File: config.mk
export PLATFORM = sky130hd
export DESIGN_NAME = phy_rx_deskew_unstripe
export DESIGN_NICKNAME = d
export VERILOG_FILES = /design/src/rtl/phy_rx_deskew_unstripe.sv
export SDC_FILE = /design/constraint.sdc
export NUM_CORES = 1
export LEC_CHECK = 0
export ABC_AREA = 1
export BUFFER_PORTS_ARGS = -buffer_cell sky130_fd_sc_hd__buf_4
export CAP_MARGIN = 5
export CORE_MARGIN = 5
export CORE_UTILIZATION = 57
export CTS_CLUSTER_SIZE = 20
export DETAILED_ROUTE_END_ITERATION = 12
export PLACE_DENSITY_LB_ADDON = 0.3
export SLEW_MARGIN = 25
export SYNTH_ARGS = -nofsm -noshare
export SYNTH_HDL_FRONTEND = slang
export SYNTH_SLANG_ARGS = --single-unit
File: constraint.sdc
create_clock -name clk_4f -period 7.95 [get_ports clk_4f]
set_clock_uncertainty 0.15 [all_clocks]
set_input_delay 1.59 -clock clk_4f [delete_from_list [all_inputs] [get_ports clk_4f]]
set_output_delay 1.59 -clock clk_4f [all_outputs]
set_load 0.02 [all_outputs]
File: src/rtl/phy_rx_deskew_unstripe.sv
// phy_rx_deskew_unstripe
//   Multi-lane PHY receive back end in the byte-clock domain. Aligns 1, 2 or
//   4 byte lanes on a COM symbol using per-lane deskew FIFOs, unstripes the
//   lanes into a 32-bit word stream (stream byte 0 in data_out[31:24]) and
//   flags alignment timeouts and FIFO overflows.
//
//   Ports:
//     clk_4f    - byte clock, all logic on the rising edge
//     reset     - asynchronous, active-high; clears all state
//     data_in   - LANES bytes, lane i in [8i+7:8i]
//     valid_in  - per-lane byte valid
//     data_out  - assembled 32-bit word, registered, held between strobes
//     valid_out - one-cycle strobe per completed word
//     aligned   - high while the lanes are aligned (DATA state)
//     skew_err  - one-cycle pulse on alignment timeout or FIFO overflow
module phy_rx_deskew_unstripe #(
   parameter int         LANES = 2,
   parameter int         DEPTH = 4,
   parameter logic [7:0] COM   = 8'hBC
) (
   input  logic                 clk_4f,
   input  logic                 reset,
   input  logic [8*LANES-1:0]   data_in,
   input  logic [LANES-1:0]     valid_in,
   output logic [31:0]          data_out,
   output logic                 valid_out,
   output logic                 aligned,
   output logic                 skew_err
);

   localparam int unsigned      NL       = LANES;
   localparam int               AW       = $clog2(DEPTH);
   localparam logic [AW-1:0]    SKEW_MAX = AW'(DEPTH - 1);
   localparam logic [1:0]       LAST_POP = 2'(4 / LANES - 1);

   localparam logic [1:0] ST_SEARCH = 2'd0;
   localparam logic [1:0] ST_ALIGN  = 2'd1;
   localparam logic [1:0] ST_DATA   = 2'd2;

   logic [1:0]       state;
   logic [LANES-1:0] found;
   logic [AW-1:0]    skew_cnt;
   logic [AW:0]      wr_ptr [LANES];
   logic [AW:0]      rd_ptr [LANES];
   logic [7:0]       mem    [LANES][DEPTH];
   logic [1:0]       pop_cnt;
   logic [31:0]      word_buf;

   logic [7:0]       lane_byte [LANES];
   logic [7:0]       rd_byte   [LANES];
   logic [LANES-1:0] com_hit, byte_ok, push, empty, full;
   logic [31:0]      word_next;
   logic             pop, timeout, overflow, flush, all_found_now;

   always_comb begin
      lane_byte = '{default: '0};
      rd_byte   = '{default: '0};
      com_hit   = '0;
      byte_ok   = '0;
      empty     = '0;
      full      = '0;
      for (int unsigned i = 0; i < NL; i++) begin
         lane_byte[i] = data_in[8*i +: 8];
         com_hit[i]   = valid_in[i] && (lane_byte[i] == COM);
         byte_ok[i]   = valid_in[i] && (lane_byte[i] != COM);
         empty[i]     = (wr_ptr[i] == rd_ptr[i]);
         // Pointer MSBs differ while the low bits match: FIFO holds DEPTH bytes.
         full[i]      = (wr_ptr[i][AW] != rd_ptr[i][AW]) &&
                        (wr_ptr[i][AW-1:0] == rd_ptr[i][AW-1:0]);
         rd_byte[i]   = mem[i][rd_ptr[i][AW-1:0]];
      end

      all_found_now = &(found | com_hit);
      pop      = (state == ST_DATA) && (&(~empty));
      // The timeout decision ignores any COM arriving on the same edge.
      timeout  = (state == ST_ALIGN) && (skew_cnt == SKEW_MAX) && !(&found);

      case (state)
         ST_ALIGN: push = timeout ? '0 : (found & byte_ok);
         ST_DATA:  push = byte_ok;
         default:  push = '0;
      endcase

      // A push into a full FIFO is only safe when that FIFO pops on the same edge.
      overflow = (state == ST_DATA) && (|(push & full)) && !pop;
      flush    = timeout || overflow;

      // Pop k places lane i at stream byte k*LANES+i, MSB-first in the word.
      word_next = word_buf;
      for (int unsigned i = 0; i < NL; i++) begin
         word_next[8*(3 - (32'(pop_cnt)*NL + i)) +: 8] = rd_byte[i];
      end
   end

   assign aligned = (state == ST_DATA);

   always_ff @(posedge clk_4f or posedge reset) begin
      if (reset) begin
         state     <= ST_SEARCH;
         found     <= '0;
         skew_cnt  <= '0;
         pop_cnt   <= '0;
         word_buf  <= '0;
         data_out  <= '0;
         valid_out <= 1'b0;
         skew_err  <= 1'b0;
      end else begin
         valid_out <= 1'b0;
         skew_err  <= 1'b0;

         case (state)
            ST_SEARCH: begin
               if (|com_hit) begin
                  found    <= com_hit;
                  skew_cnt <= '0;
                  state    <= ST_ALIGN;
               end
            end
            ST_ALIGN: begin
               if (timeout) begin
                  skew_err <= 1'b1;
                  found    <= '0;
                  state    <= ST_SEARCH;
               end else begin
                  found <= found | com_hit;
                  if (skew_cnt != SKEW_MAX) skew_cnt <= skew_cnt + AW'(1);
                  if (all_found_now) state <= ST_DATA;
               end
            end
            ST_DATA: begin
               if (overflow) begin
                  skew_err <= 1'b1;
                  found    <= '0;
                  state    <= ST_SEARCH;
               end
            end
            default: state <= ST_SEARCH;
         endcase

         if (flush) begin
            pop_cnt  <= '0;
            word_buf <= '0;
         end else if (pop) begin
            if (pop_cnt == LAST_POP) begin
               data_out  <= word_next;
               valid_out <= 1'b1;
               pop_cnt   <= '0;
            end else begin
               word_buf <= word_next;
               pop_cnt  <= pop_cnt + 2'd1;
            end
         end
      end
   end

   always_ff @(posedge clk_4f or posedge reset) begin
      if (reset) begin
         for (int unsigned i = 0; i < NL; i++) begin
            wr_ptr[i] <= '0;
            rd_ptr[i] <= '0;
         end
      end else begin
         for (int unsigned i = 0; i < NL; i++) begin
            if (flush) begin
               wr_ptr[i] <= '0;
               rd_ptr[i] <= '0;
            end else begin
               if (push[i]) wr_ptr[i] <= wr_ptr[i] + 1'b1;
               if (pop)     rd_ptr[i] <= rd_ptr[i] + 1'b1;
            end
         end
      end
   end

   always_ff @(posedge clk_4f) begin
      for (int unsigned i = 0; i < NL; i++) begin
         if (push[i] && !flush) mem[i][wr_ptr[i][AW-1:0]] <= lane_byte[i];
      end
   end

endmodule

==> results of run 1 <==
[state kept, by name, summed over array words and instances (netlist names)]
signal,cells
data_out,32
skew_cnt,2
skew_err,1
found,2
word_buf,32
mem,64
rd_ptr,6
pop_cnt,2
state,2
wr_ptr,6
valid_out,1
[Yosys cell counts]
master and number:
nand2_1 275, dfrtp_1 86, edfxtp_1 64, nor2_1 57
inv_1 53, o21ai_0 43, a21oi_1 36, nand3_1 27
ha_1 18, o22ai_1 16, nand4_1 14, buf_2 13
clkbuf_1 7, buf_4 6, xnor2_1 5, buf_6 4
inv_2 4, xor2_1 4, xnor2_2 3, a21oi_2 2
nand2_4 2, nand3_4 2, o21ai_1 2, a21boi_0 1
buf_1 1, clkinv_1 1, inv_4 1, nand2_2 1
nand3_2 1, nor2_4 1, or2_0 1
[cell usage in the layout (no fill, tap or decap), drive strengths merged]
cell type | Yosys | layout
buf | 24 | 55
clkbuf | 7 | 22
o21ai | 45 | 45
a21oi | 38 | 38
edfxtp | 64 | 64
dfrtp | 86 | 86
nand2 | 278 | 278
inv | 58 | 57
nand4 | 14 | 14
a21boi | 1 | 1
bufinv | 0 | 4
or2 | 1 | 1
o22ai | 16 | 16
ha | 18 | 18
xor2 | 4 | 4
nand3 | 30 | 30
clkinv | 1 | 6
nor2 | 58 | 58
xnor2 | 8 | 8
clkinvlp | 0 | 2
[cells by family (layout without fill, tap and decap cells)]
group / after synthesis / count (layout) / synth area share
AND/OR/NAND/NOR: 381 / 381 / 0.225
AO/OA/AOI/OAI: 100 / 100 / 0.0766
buffers and inverters: 90 / 146 / 0.0591
flip-flops: 150 / 150 / 0.588
adder cells (fa/ha/maj): 18 / 18 / 0.0325
XOR/XNOR: 12 / 12 / 0.0184
[where the power goes]
| group | internal, mW | switching (mW) | total [mW] |
|---|---|---|---|
| Combinational | 0.274 | 0.538 | 0.813 |
| Clock | 0.545 | 0.297 | 0.842 |
| Sequential | 0.927 | 0.121 | 1.05 |
[path summary, 6_finish.rpt]
check	end	startpoint	cells after the start	slack (ns)
min in group asynchronous	state[1]	reset	3	1.18
setup reg to reg	mem[0][50]	state[1]	14	4.33
max in group asynchronous	word_buf[12]	reset	3	5.89
hold / removal	data_out[3]	data_out[3]	2	0.33
hold reg to reg	data_out[3]	data_out[3]	2	0.33
setup / recovery	mem[0][50]	data_in[1]	12	4.11
[per-layer routing]
layer / part of all wire / global-route usage / vias up
met1: 0.46 / 0.279 / 2388
met2: 0.47 / 0.326 / 160
met3: 0.055 / 0.0472 / 25
met5: 0 / 0 / -
li1: - / - / 2530
met4: 0.017 / 0.0829 / 0
[worst max-delay path, delay by kind of cell]
family	cells	cell delay, ns
and+or+nand+nor	10	1.83
buffers and inverters	2	0.32
[final cells by class]
| type | count | area share |
|---|---|---|
| Multi-Input combinational cell | 511 | 0.307 |
| Clock inverter | 10 | 0.0188 |
| Inverter | 59 | 0.0283 |
| Sequential cell | 150 | 0.511 |
| Tap cell | 147 | 0.0231 |
| Timing Repair Buffer | 55 | 0.0523 |
| Clock buffer | 22 | 0.0595 |
==> metrics.md, run 1 <==
| Metric | Value |
|---|---|
| Crit path kind | `in -> reg` |
| Standard-cell row count | `40` |
| Vias in the first global route | `slightly below 5000` |
| Hold-fix buffers, CTS | `0` |
| CP endpoint kind | `flip-flop` |
| Synth top area share | `0.311` |
| CTS resizes | `0` |
| WL final | `14200 um` |
| Vias post-DR | `5103` |
| Setup violators final | `0` |
| Die Span X | `120 um` |
| Remaining Overflow, GRT | `0` |
| Leakage | `3.66 nW` |
| Number of synthesis warnings | `0` |
| Clk slew on worst S/H paths | `approximately 0.060 ns` |
| Fmax | `0.261 GHz` |
| Wirelength per Cell | `14.9 um` |
| Fin worst setup slack | `4.11 ns` |
| Area contributors post-synth | `dfrtp_1, edfxtp_1, nand2_1, ha_1, o21ai_0` |
| TritonCTS Sinks | `150` |
| TritonCTS Buffers | `17` |
| GRT Resource Usage Total | `0.206` |
| Crit-path slowest cell | `nor2_1` |
| Max-slew violations | `0` |
| Area after DPL | `7340 um2` |
| Die height | `roughly 120 um` |
| Via density | `5.35` |
| Syn Area/Cell | `between 9 and 10 um2` |
| Post-Syn Area | `6930 um2` |
| CTS root buf | `clkbuf_16` |
| CP max FO | `43` |
| Die area | `14500 um2` |
| Largest net degree at the start of global routing | `87` |
| Final ANT Viol Nets | `0` |
| Non-filler cells in the finished layout | `954` |
| Hold_ws | `0.330 ns` |
| Slew @ Worst Pin | `0.811 ns` |
| Initial antenna violation count | `0` |
| Outcome | `completed` |
| RSZ-0062 raised after global routing | `false` |
| Final Hold Viols | `0` |
| Final Critical Period | `approximately 3.8 ns` |
| VDD IR max | `around 0.15 mV` |
| Max incr delay on CP | `0.64 ns` |
| Drt first pass iters | `5` |
| Crit-path cells | `buf_4, nor2_1, nand2_1, nor2_1, nor2_1, nand3_1, nand2_1, nand2_4, nand2_4, inv_2, nand2_1, nor2_1` |
| CP Data Required Time | `7.85 ns` |
| Initial Util | `0.579` |
| Syn Inst Count | `about 750` |
| Port bufs | `54` |
| Post-CTS setup buffers | `0` |
| DRC Markers | `0` |
| Area grow syn2layout | `15.0%` |
| Setup Total Neg Slack | `0 ns` |
| Ant diodes | `0` |
| Core area | `12000 um2` |
| CP Launch Type | `primary input` |
| Layout cells sized above 1 | `0.123` |
| Total power | `2.70 mW` |
| Synthesized flop and latch total | `150` |
| Tcrit/Tclk final | `0.482` |
| Yosys cell types | `31` |
| Nets | `832` |
| FF+latch area | `4070 um2` |
| HPWL Detailed | `9530 um` |
| Data arrival, critical path | `3.74 ns` |
| Dpl ws | `3.67 ns` |
| Initial DRC count | `557` |
| Worst Hold Class | `reg -> reg` |
| Final GP Congestion | `0.849` |
| Layout Utilization | `0.666` |
| First-pass GRT wire length | `23800 um` |
| Syn Nets | `about 790` |
| Cell mode on critical path | `nor2_1` |
| Cell area after layout | `~8000 um2` |
| DP Cell Count | `922` |
| # fillers | `between 900 and 1000` |
| Ports | `55` |
| Cell Pwr Density | `339 nW/um2` |
| Clk buf depth | `2` |
| Max_slew headroom | `0.457` |
| H-tree levels | `4` |
| Cell taking the most area after synthesis | `dfrtp_1` |
| Clk_lat worst skew | `roughly 0.43 ns` |
| Area of the multi-input gates | `2440 um2` |
| Maxcap violations | `0` |
| CTS tree | `yes` |
| Seq/Total Area, Yosys | `0.588` |
Note: power is estimated with default switching activity, not from simulation.
==> run 2: changes to the inputs <==
- clock period: 7.95 -> 3.8 ns (I/O delays scaled with it)
==> metrics.md, run 2 (same netlist as run 1, synthesis figures left out) <==
| Metric | Value |
|---|---|
| Worst Hold Class | `in -> async (was reg -> reg)` |
| Crit path kind | `reg -> reg (was in -> reg)` |
| Largest net degree at the start of global routing | `87 (unchanged)` |
| Post-CTS setup buffers | `0 (unchanged)` |
| Cell mode on critical path | `nand2_1 (was nor2_1)` |
| Layout Utilization | `0.665 (was 0.666)` |
| Vias post-DR | `5180 (was 5103)` |
| Die height | `120 um (unchanged)` |
| Wirelength per Cell | `14.7 um (was 14.9 um)` |
| Initial DRC count | `518 (was 557)` |
| CP top delay family | `simple AND/OR/NAND/NOR gates (unchanged)` |
| Ant diodes | `0 (unchanged)` |
| Setup violators final | `0 (unchanged)` |
| GRT Resource Usage Total | `0.210 (was 0.206)` |
| Initial Util | `0.579 (unchanged)` |
| Vias in the first global route | `4956 (was 4887)` |
| Reg2Reg Depth | `15 (was 14)` |
| Drt first pass iters | `5 (unchanged)` |
| Tcrit/Tclk final | `0.809` |
| DRC Markers | `0 (unchanged)` |
| Outcome | `completed (unchanged)` |
| Port bufs | `54 (unchanged)` |
| Remaining Overflow, GRT | `0 (unchanged)` |
| Final Hold Viols | `0 (unchanged)` |
| CP endpoint kind | `flip-flop (unchanged)` |
| Max-slew violations | `0 (unchanged)` |
| Initial antenna violation count | `0 (unchanged)` |
| Final Critical Period | `3.07 ns` |
| Maxcap violations | `0 (unchanged)` |
| Crit-path cells | `inv_1, ha_1, nand2_1, inv_2, nand2_1, nand3_1, nand2_1, nand3_1, nand2_1, nand2_4, nand2_4, inv_2, nand2_1, nor2_1, buf_4 (was buf_4, nor2_1, nand2_1, nor2_1, nor2_1, nand3_1, nand2_1, nand2_4, nand2_4, inv_2, nand2_1, nor2_1)` |
| H-tree levels | `4 (unchanged)` |
| Crit-path slowest cell | `dfrtp_1 (was nor2_1)` |
| Buf+Inv Stages, Crit Path | `4 (was 2)` |
| TritonCTS Buffers | `17 (unchanged)` |
| Leakage | `3.69 nW (was 3.66 nW)` |
| Final GP Congestion | `0.881 (was 0.849)` |
| Die area | `14500 um2 (unchanged)` |
| Hold-fix buffers, CTS | `0 (unchanged)` |
| CTS resizes | `0 (unchanged)` |
| Die Span X | `120 um (unchanged)` |
| Setup Total Neg Slack | `0 ns (unchanged)` |
| Cell Pwr Density | `682 nW/um2 (was 339 nW/um2)` |
| RSZ-0062 raised after global routing | `false (unchanged)` |
| Commonest non-fill, non-tap cell in the layout | `nand2_1 (unchanged)` |
| Max incr delay on CP | `0.39 ns (was 0.64 ns)` |
| Data arrival, critical path | `3.05 ns (was 3.74 ns)` |
| CTS tree | `yes (unchanged)` |
| Area grow syn2layout | `14.8% (was 15.0%)` |
| First-pass GRT wire length | `24300 um (was 23800 um)` |
| Standard-cell row count | `40 (unchanged)` |
| VDD IR max | `0.406 mV (was 0.150 mV)` |
| Fmax | `0.325 GHz` |
| TritonCTS Sinks | `150 (unchanged)` |
| Max reg flops | `64 (unchanged)` |
| CP max FO | `43 (unchanged)` |
| WL final | `14200 um (about the same)` |
| Worst path depth | `15 (was 12)` |
| Layout cells sized above 1 | `0.133 (was 0.123)` |
| Nets | `842 (was 832)` |
| Clk slew on worst S/H paths | `0.06 ns (about the same)` |
| Via density | `5.37 (was 5.35)` |
| Core area | `12000 um2 (unchanged)` |
| Clk_lat worst skew | `0.42 ns (was 0.43 ns)` |
| Max_slew headroom | `0.514 (was 0.457)` |
| HPWL Detailed | `9460 um (was 9530 um)` |
| Slew @ Worst Pin | `0.729 ns (was 0.811 ns)` |
| CP Launch Type | `flip-flop (was primary input)` |
| CTS root buf | `clkbuf_16 (unchanged)` |
| Clk buf depth | `2 (unchanged)` |
| Final ANT Viol Nets | `0 (unchanged)` |
| Commonest cells after routing, fill and taps aside | `nand2_1, dfrtp_1, buf_4, edfxtp_1, nor2_1 (was nand2_1, dfrtp_1, edfxtp_1)` |
| Ports | `55 (unchanged)` |
| CP Data Required Time | `3.77 ns (was 7.85 ns)` |
run 2: per-layer routing:
metal	vias up	wire, um	track usage
met5	-	0	0
li1	2546	-	-
met2	147	6730	0.325
met4	0	210	0.0729
met1	2469	6470	0.297
met3	18	768	0.0477
run 2: power breakdown:
part | switching, mW | internal [mW] | leakage, nW
logic | 1.18 | 0.592 | 1.68
registers | 0.218 | 1.94 | 1.75
clock network | 0.592 | 0.897 | 0.265
run 2: final timing paths:
check | start | to | slack (ns)
setup / recovery | state[1] | mem[0][47] | 0.73
hold / removal | reset | skew_cnt[0] | 0.27
setup reg to reg | state[1] | mem[0][47] | 0.73
hold reg to reg | data_out[4] | data_out[4] | 0.33
max in group asynchronous | reset | data_out[24] | 2.85
min in group clk_4f | data_out[4] | data_out[4] | 0.33
run 2: worst reg2reg max path: cells and delay by family, from the launching register on:
family                   cells  cell delay, ns
buffers and inverters        4            0.54
AND/OR/NAND/NOR             10            1.42
adder cells (fa/ha/maj)      1            0.28
flip-flops                   1            0.39
run 2: area by class of cell:
type,count,area [um2]
tap,147,184
fill,917,4010
inverter,59,225
timing repair buffer,65,500
multi-input combinational,511,2440
sequential,150,4070
clock buffer,27,503
clock inverter,5,25.0
run 2: stage by stage:
step	setup WS [ns]	instance area, um2	power (mW)	hold WS, ns	std cells
after floorplan	0.668	6930	3.48	0.317	751
after global routing	0.382	7960	5.79	0.306	964
after CTS	0.741	7960	5.43	0.295	964
after detailed placement	0.772	7430	3.93	0.317	932
after global placement	0.894	7430	3.87	0.314	932
final	0.727	7960	5.42	0.270	964
==> run 3: changes to the inputs <==
- clock period: 3.8 -> 3.1 ns (I/O delays scaled with it)
==> metrics.md, run 3 (same netlist as run 1, synthesis figures left out) <==
| Metric | Value |
|---|---|
| Fmax | `0.393 GHz (was 0.325 GHz)` |
| Sw Share | `0.363 (was 0.367)` |
| H-tree levels | `4 (unchanged)` |
| DRC Markers | `0 (unchanged)` |
| Tcrit/Tclk final | `0.821 (was 0.809)` |
| TritonCTS Buffers | `17 (unchanged)` |
| Outcome | `completed (unchanged)` |
| Die area | `14500 um2 (unchanged)` |
| FF+latch area | `4070 um2 (unchanged)` |
| Int Power | `4.34 mW (was 3.43 mW)` |
| First-pass GRT wire length | `25100 um (was 24300 um)` |
| Max incr delay on CP | `0.63 ns (was 0.39 ns)` |
| TritonCTS Sinks | `150 (unchanged)` |
| Largest net degree at the start of global routing | `43 (was 87)` |
| CTS resizes | `0 (unchanged)` |
| Clk buf depth | `2 (unchanged)` |
| CTS tree | `yes (unchanged)` |
| Ant diodes | `0 (unchanged)` |
| Commonest cells after routing, fill and taps aside | `nand2_1, dfrtp_1, buf_4 (was nand2_1, dfrtp_1, buf_4, edfxtp_1, nor2_1)` |
| Total power | `6.81 mW (was 5.42 mW)` |
| Wirelength per Cell | `15.4 um (was 14.7 um)` |
| Area of the multi-input gates | `2440 um2 (unchanged)` |
| Max reg flops | `64 (unchanged)` |
| Final Hold Viols | `0 (unchanged)` |
| Initial Util | `0.579 (unchanged)` |
| VDD IR max | `0.494 mV (was 0.406 mV)` |
| Layout cells sized above 1 | `0.142 (was 0.133)` |
| Drt first pass iters | `7 (was 5)` |
| Via density | `5.50 (was 5.37)` |
| Vias post-DR | `5336 (was 5180)` |
| GRT Resource Usage Total | `0.218 (was 0.210)` |
| Seq pwr share | `0.384 (was 0.398)` |
| Dpl ws | `0.573 ns (was 0.772 ns)` |
| Final Critical Period | `2.55 ns (was 3.07 ns)` |
| Core area | `12000 um2 (unchanged)` |
| Cell Pwr Density | `847 nW/um2 (was 682 nW/um2)` |
| Initial DRC count | `614 (was 518)` |
| Buf+Inv Stages, Crit Path | `1 (was 4)` |
| RSZ-0062 raised after global routing | `false (unchanged)` |
| Layout Utilization | `0.672 (was 0.665)` |
| Data arrival, critical path | `2.73 ns (was 3.05 ns)` |
| Max_slew headroom | `0.555 (was 0.514)` |
| CTS root buf | `clkbuf_16 (unchanged)` |
| Ports | `55 (unchanged)` |
| WL final | `14900 um (was 14200 um)` |
| Maxcap violations | `0 (unchanged)` |
| CP endpoint kind | `flip-flop (unchanged)` |
| Crit-path cells | `clkinv_1, ha_1, nand4_1, o22ai_1, nand2_1, a21oi_1 (was inv_1, ha_1, nand2_1, inv_2, nand2_1, nand3_1, nand2_1, nand3_1, nand2_1, nand2_4, nand2_4, inv_2, nand2_1, nor2_1, buf_4)` |
| CP Launch Type | `flip-flop (unchanged)` |
| Logic pwr share | `0.324 (was 0.327)` |
| Net switching power | `2.47 mW (was 1.99 mW)` |
| Area after DPL | `7470 um2 (was 7430 um2)` |
| CP max FO | `18 (was 43)` |
| Worst Hold Class | `in -> async (unchanged)` |
| Final GP Congestion | `0.845 (was 0.881)` |
| Fin worst setup slack | `0.554 ns (was 0.727 ns)` |
| Slew @ Worst Pin | `0.667 ns (was 0.729 ns)` |
| Area grow syn2layout | `16.1% (was 14.8%)` |
| Nets | `848 (was 842)` |
| Setup Total Neg Slack | `0 ns (unchanged)` |
| Initial antenna violation count | `0 (unchanged)` |
| Cell area after layout | `8040 um2 (was 7960 um2)` |
| Die Span X | `120 um (unchanged)` |
| # fillers | `925 (was 917)` |
| Clk_lat worst skew | `0.42 ns (about the same)` |
| Max-slew violations | `0 (unchanged)` |
| Setup violators final | `0 (unchanged)` |
| Commonest non-fill, non-tap cell in the layout | `nand2_1 (unchanged)` |
| Standard-cell row count | `40 (unchanged)` |
| Final ANT Viol Nets | `0 (unchanged)` |
| Port bufs | `54 (unchanged)` |
| HPWL Detailed | `10200 um (was 9460 um)` |
| Clk slew on worst S/H paths | `0.06 ns (about the same)` |
| Remaining Overflow, GRT | `0 (unchanged)` |
| Crit path kind | `reg -> reg (unchanged)` |
| CP Data Required Time | `3.29 ns (was 3.77 ns)` |
| Post-CTS setup buffers | `0 (unchanged)` |
| Die height | `120 um (unchanged)` |
| Vias in the first global route | `5148 (was 4956)` |
| Leakage | `3.73 nW (was 3.69 nW)` |
| Clock power frac | `0.291 (was 0.275)` |
| CP top delay family | `adder cells (was simple AND/OR/NAND/NOR gates)` |
| Crit-path slowest cell | `ha_1 (was dfrtp_1)` |
| Hold-fix buffers, CTS | `0 (unchanged)` |
[run 3: cell types whose count changed in the layout (fill, tap and decap cells not counted), sizes merged]
cell,change
bufinv,+2
buf,+6
clkinvlp,+3
clkinv,-1
clkbuf,-4
[run 3: worst paths after layout]
kind                            slack [ns]            to         start  depth (start not counted)
worst max-delay path                  0.55   word_buf[5]    pop_cnt[1]                          6
worst min-delay path                  0.09      state[1]         reset                          2
worst max register to register        0.55   word_buf[5]    pop_cnt[1]                          6
min in group clk_4f                   0.26     mem[0][9]    data_in[1]                          1
worst min register to register        0.33  data_out[31]  data_out[31]                          2
max in group asynchronous             2.01   data_out[8]         reset                          3
[run 3: through the flow]
step	std cells	hold WS (ns)
4_1_cts	970	0.0959
6_report	970	0.0918
3_5_place_dp	938	0.317
3_3_place_gp	938	0.315
5_1_grt	970	0.119
2_1_floorplan	751	0.317
[run 3: power by group through the flow]
| stage | Sequential [mW] | Clock (mW) | Combinational [mW] |
|---|---|---|---|
| after global placement | 2.63 | 0 | 2.12 |
| after detailed placement | 2.65 | 0 | 2.19 |
| after floorplan | 2.65 | 0 | 1.62 |
| after CTS | 2.61 | 2.01 | 2.21 |
| after global routing | 2.65 | 2.11 | 2.48 |
| final | 2.62 | 1.99 | 2.21 |
[run 3: routing by layer]
layer,vias up,wire length (um),track usage
met5,-,0,0
met4,0,280,0.0772
met3,24,905,0.0486
met2,176,7010,0.335
met1,2570,6730,0.308
li1,2566,-,-
[run 3: final cells by class]
class,instances,area share
multi-input combinational,511,0.304
timing repair buffer,71,0.0678
clock inverter,9,0.0128
sequential,150,0.507
inverter,59,0.0280
clock buffer,23,0.0582
tap,147,0.0229
[run 3: worst register-to-register path: stages, from the launching register on]
cell,delay (ns)
dfrtp_1,0.41
clkinv_1,0.18
ha_1,0.63
nand4_1,0.46
o22ai_1,0.37
nand2_1,0.11
a21oi_1,0.16
